--- config.mk ---
export PLATFORM = sky130hd
export DESIGN_NAME = prbs_win_mon
export DESIGN_NICKNAME = d
export VERILOG_FILES = /design/src/rtl/prbs_pkg.sv /design/src/rtl/prbs_win_mon.sv
export SDC_FILE = /design/constraint.sdc
export NUM_CORES = 1
export LEC_CHECK = 0
export ABC_AREA = 1
export CAP_MARGIN = 0
export CORE_AREA = 4 4 41 43
export DETAILED_ROUTE_END_ITERATION = 10
export DIE_AREA = 0 0 45 47
export PLACE_DENSITY = 0.68
export SETUP_SLACK_MARGIN = 0.2
export SYNTH_ARGS = -nofsm -noshare
export SYNTH_HDL_FRONTEND = slang
export SYNTH_SLANG_ARGS = --single-unit
--- constraint.sdc ---
create_clock -name clk -period 2.8 [get_ports clk]
set_input_delay 0.56 -clock clk [delete_from_list [all_inputs] [get_ports clk]]
set_output_delay 0.56 -clock clk [all_outputs]
set_load 0.02 [all_outputs]
--- src/rtl/prbs_pkg.sv ---
// Shared definitions for the PRBS-26 (x^26+x^6+x^2+x+1) sequence checker.
package prbs_pkg;

    localparam int PRBS_W = 26;
    localparam int TAP_A  = 19;
    localparam int TAP_B  = 23;
    localparam int TAP_C  = 24;
    localparam int TAP_D  = 25;

    typedef enum logic [1:0] {
        HUNT,
        VERIFY,
        LOCKED
    } prbs_state_e;

    // Next sequence bit from a history register whose bit 0 is the most recent bit.
    function automatic logic prbs_predict(input logic [PRBS_W-1:0] r);
        return r[TAP_A] ^ r[TAP_B] ^ r[TAP_C] ^ r[TAP_D];
    endfunction

endpackage

--- src/rtl/prbs_win_mon.sv ---
// Error-density monitor: counts errors per WIN valid bits and strobes loss at LOSS_THR.
module prbs_win_mon
    import prbs_pkg::*;
#(
    parameter int LOSS_THR = 8,
    parameter int WIN      = 256
) (
    input  logic clk,
    input  logic rst_n,
    input  logic active,
    input  logic vld,
    input  logic err,
    output logic loss
);

    localparam int WIN_W = (WIN > 1) ? $clog2(WIN) : 1;
    localparam int ERR_W = $clog2(LOSS_THR + 1);

    logic [WIN_W-1:0] win_pos;
    logic [ERR_W-1:0] win_err;
    logic [ERR_W-1:0] err_base;
    logic [ERR_W-1:0] err_next;

    // Position 0 opens a new window, so an error landing there is its first count.
    always_comb begin
        err_base = (win_pos == '0) ? '0 : win_err;
        err_next = err_base + ERR_W'(err);
        loss     = active && vld && err && (err_next == ERR_W'(LOSS_THR));
    end

    // NOTE: sequential state uses non-blocking assignments so every register samples pre-edge values.
    always_ff @(posedge clk) begin
        if (!rst_n || !active) begin
            win_pos <= '0;
            win_err <= '0;
        end else if (vld) begin
            win_pos <= win_pos + WIN_W'(1);
            win_err <= err_next;
        end
    end

endmodule

==> metrics.md, run 1 <==
| Metric | Value |
|---|---|
| Delay of the slowest critical-path stage | 0.32 ns |
| DRT Wirelength | 1590 um |
| Netlist cell types | 21 |
| Router iterations before antenna repair | 4 |
| Worst Skew | 0.00506 ns |
| Slew Limit Fails | 0 |
| Worst Hold Slack | 0.474 ns |
| Initial core utilization | 52.5% |
| Final #Nets | roughly 130 |
| Number of synthesized register bits | 12 |
| Critical Path End Type | output port |
| Fin cells | 136 |
| Unrepaired setup endpoints after global routing | yes |
| Syn nets | approximately 100 |
| Wire length of the first global-routing pass | 2600 um |
| Relative slew slack | 84.8% |
| Detail Route Antenna Nets | 0 |
| CP Cell Sequence | inv_2 > ha_4 > nand2_2 > nor2_2 > nand2_2 > inv_2 > nor2_2 > ha_2 > ha_4 > nand3b_1 > nor3_2 > nand4_1 > nor2_1 > buf_4 |
| GRT overflow | 0 |
| Root buf cell | clkbuf_4 |
| Via density | 5.13 |
| Mapped Cells | 95 |
| Tmin final | roughly 2.7 ns |
| Final Hold Viols | 0 |
| Sink Count | 12 |
| Dpl cells | 129 |
| Slew @ Worst Pin | 0.228 ns |
| Required time worst endpoint | ~2.2 ns |
| Max Cap Violations | 0 |
| P_leak | 0.397 nW |
| CP startpoint | win_pos[0] |
| Htree depth | 1 |
| Fmax | around 370 MHz |
| # setup viols final | 0 |
| Hold crit path type | register to register |
| Reg2reg end | win_err[3] |
| Critical Path Fanout Max | 2 |
| Via Count | 698 |
| Ant diodes | 0 |
| Reg2reg path depth | 13 |
| DP Area | 857 um2 |
| Nature of the critical path startpoint | register |
| Share of cells above drive strength 1 | 43.0% |
| # IOs | 6 |
| Crit path max-delay family | simple AND/OR/NAND/NOR gates |
| Port bufs | 5 |
| Synth Cell Area | about 700 um2 |
| Finished Cell Area | 950 um2 |
| Initial antenna violation count | 0 |
| CTS tree | built |
| CP max-delay cell | dfxtp_2 |
| Peak supply drop | roughly 0.30 mV |
| Worst-Skew Late Latency | 0.27 ns |
| Iter 0 DRT Violations | 25 |
| CTS buffer count | 3 |
| Syn avg cell area | 7.19 um2 |
| Die H | 47 um |
| Total Routing Usage GR | 17.4% |
| # DRC | 0 |
| Dpl hpwl | 1160 um |
| Setup WS pre-CTS | -0.362 ns |
| Syn. warnings | 0 |
| Outcome | completed |
| Core ar. | 1300 um2 |
| Critical register-to-register path startpoint | win_pos[0] |
| Clock transition at path regs | 0.07 ns |
| Sequential share of the synthesized area | 35.2% |
| Final worst slack | 0.115 ns |
| Tot Pwr | 0.328 mW |
| WP buf/inv | 3 |
| Cell area power density | 345 nW/um2 |
| Die X | 45 um |
| Hold path endpoint | win_err[0] |
| Fillers | around 120 |
| Vias in the first global route | 667 |
| Routed wire per std cell | 11.7 um |
| Crit path kind | register to output port |
| Hold Buf Count CTS | 0 |
| Row count | 13 |
| Hold Path Stages | 2 |
| FF-to-FF setup slack | 1.03 ns |
| Largest net degree at the start of global routing | 9 |
| CP arrival | 2.13 ns |
| Hold path start | win_err[0] |
| Fin crit share | a little over nine tenths |
| Die area | 2120 um2 |
| Clock buffer depth | 2 |
| Synthesis-to-layout area growth | 39.0% |
| Routability congestion estimate | 0.734 |
## cells in the final DEF, fill, tap and decap left out, drive strengths merged
master,n
o21ai,7
buf,20
nor3,2
nand3b,1
dfxtp,12
a21oi,10
ha,4
o21a,1
nand4,2
clkbuf,3
nand3,6
nand2,21
a31o,1
nor3b,1
clkdlybuf4s50,4
inv,14
nor2,12
## area by class of cell
class                           instances  area [um2]  share of cell area, %
Timing Repair Buffer                   24         190                   20.0
Multi-Input combinational cell         68         423                   44.5
Inverter                               14        52.6                   5.53
Sequential cell                        12         243                   25.6
Clock buffer                            3        22.5                   2.37
Tap cell                               15        18.8                   1.98
## Yosys cell counts
cell | number | area share, %
o21ai_1 | 3 | 2.2
nand2_2 | 5 | 4.6
nor3_1 | 2 | 1.5
o21ai_0 | 4 | 2.9
nand3_2 | 2 | 2.9
inv_1 | 8 | 4.4
inv_2 | 6 | 3.3
a21oi_1 | 10 | 7.3
ha_1 | 4 | 7.3
nand2_1 | 16 | 8.8
nand3b_1 | 1 | 1.1
nor2_2 | 2 | 1.8
nor2_1 | 9 | 4.9
buf_4 | 1 | 1.1
nor3b_2 | 1 | 1.8
a31o_2 | 1 | 1.3
nand3_1 | 4 | 2.9
nand4_1 | 2 | 1.8
dfxtp_1 | 12 | 35
o21a_1 | 1 | 1.1
nor2_4 | 1 | 1.6
## power breakdown
group | internal [mW] | total (mW) | switching (mW)
Clock | 0.0497 | 0.103 | 0.0532
Combinational | 0.0245 | 0.0486 | 0.0241
Sequential | 0.174 | 0.177 | 0.00245
Total | 0.248 | 0.328 | 0.0797
## timing repair
item / 4_1_cts / 5_1_grt
pin swaps: 5 / 4
resized for setup: 14 / 3
buffers inserted: 3 / 1
setup endpoints to repair: 1 / 1
## sequential cells by signal, summed over array words and instances (netlist names)
| register | count |
|---|---|
| win_err | 4 |
| win_pos | 8 |
## worst reg2reg max path, stage by stage, from the launching register on
cell	delay [ns]
dfxtp_2	0.32
inv_2	0.08
ha_4	0.13
nand2_2	0.05
nor2_2	0.11
nand2_2	0.07
inv_2	0.06
nor2_2	0.03
ha_2	0.20
buf_4	0.13
buf_4	0.12
a31o_2	0.24
nand3_1	0.06
a21oi_1	0.06
## per-stage QoR
| step | utilization (%) | setup TNS, ns |
|---|---|---|
| after CTS | 71.1 | 0 |
| after floorplan | - | 0 |
| after global placement | 65.9 | -0.308 |
| final | 73.0 | 0 |
| after global routing | 73.0 | -0.0645 |
| after detailed placement | 65.9 | -0.362 |
## routing by layer
metal / share of wire, % / track usage [%] / vias up
li1: - / - / 364
met1: 42 / 16.3 / 313
met2: 52 / 35.3 / 15
met3: 3.8 / 4.60 / 6
met4: 1.9 / 7.02 / 0
met5: 0 / 0 / -
## logic make-up (layout without fill, tap and decap cells)
| group | Yosys count | count (layout) | synth area share, % |
|---|---|---|---|
| AO/OA/AOI/OAI | 19 | 19 | 14.8 |
| AND/OR/NAND/NOR | 45 | 45 | 33.9 |
| flip-flops | 12 | 12 | 35.2 |
| buffers and inverters | 15 | 41 | 8.79 |
| adder cells (fa/ha/maj) | 4 | 4 | 7.33 |
## worst max path at each step
stage                     slack (ns)  cells past startpoint    to
after global placement         -0.31                      8  loss
after global routing           -0.06                     14  loss
final                           0.11                     14  loss
after CTS                       0.02                     14  loss
after floorplan                 0.25                     13  loss
after detailed placement       -0.36                      8  loss
No activity file was read; power rests on OpenSTA's default activity.
==> inputs of run 2 (changes only) <==
- HOLD_SLACK_MARGIN: not set -> 0.03
==> results of run 2 <==
Same layout as run 1: the final DEF is identical, and so are final timing and power.
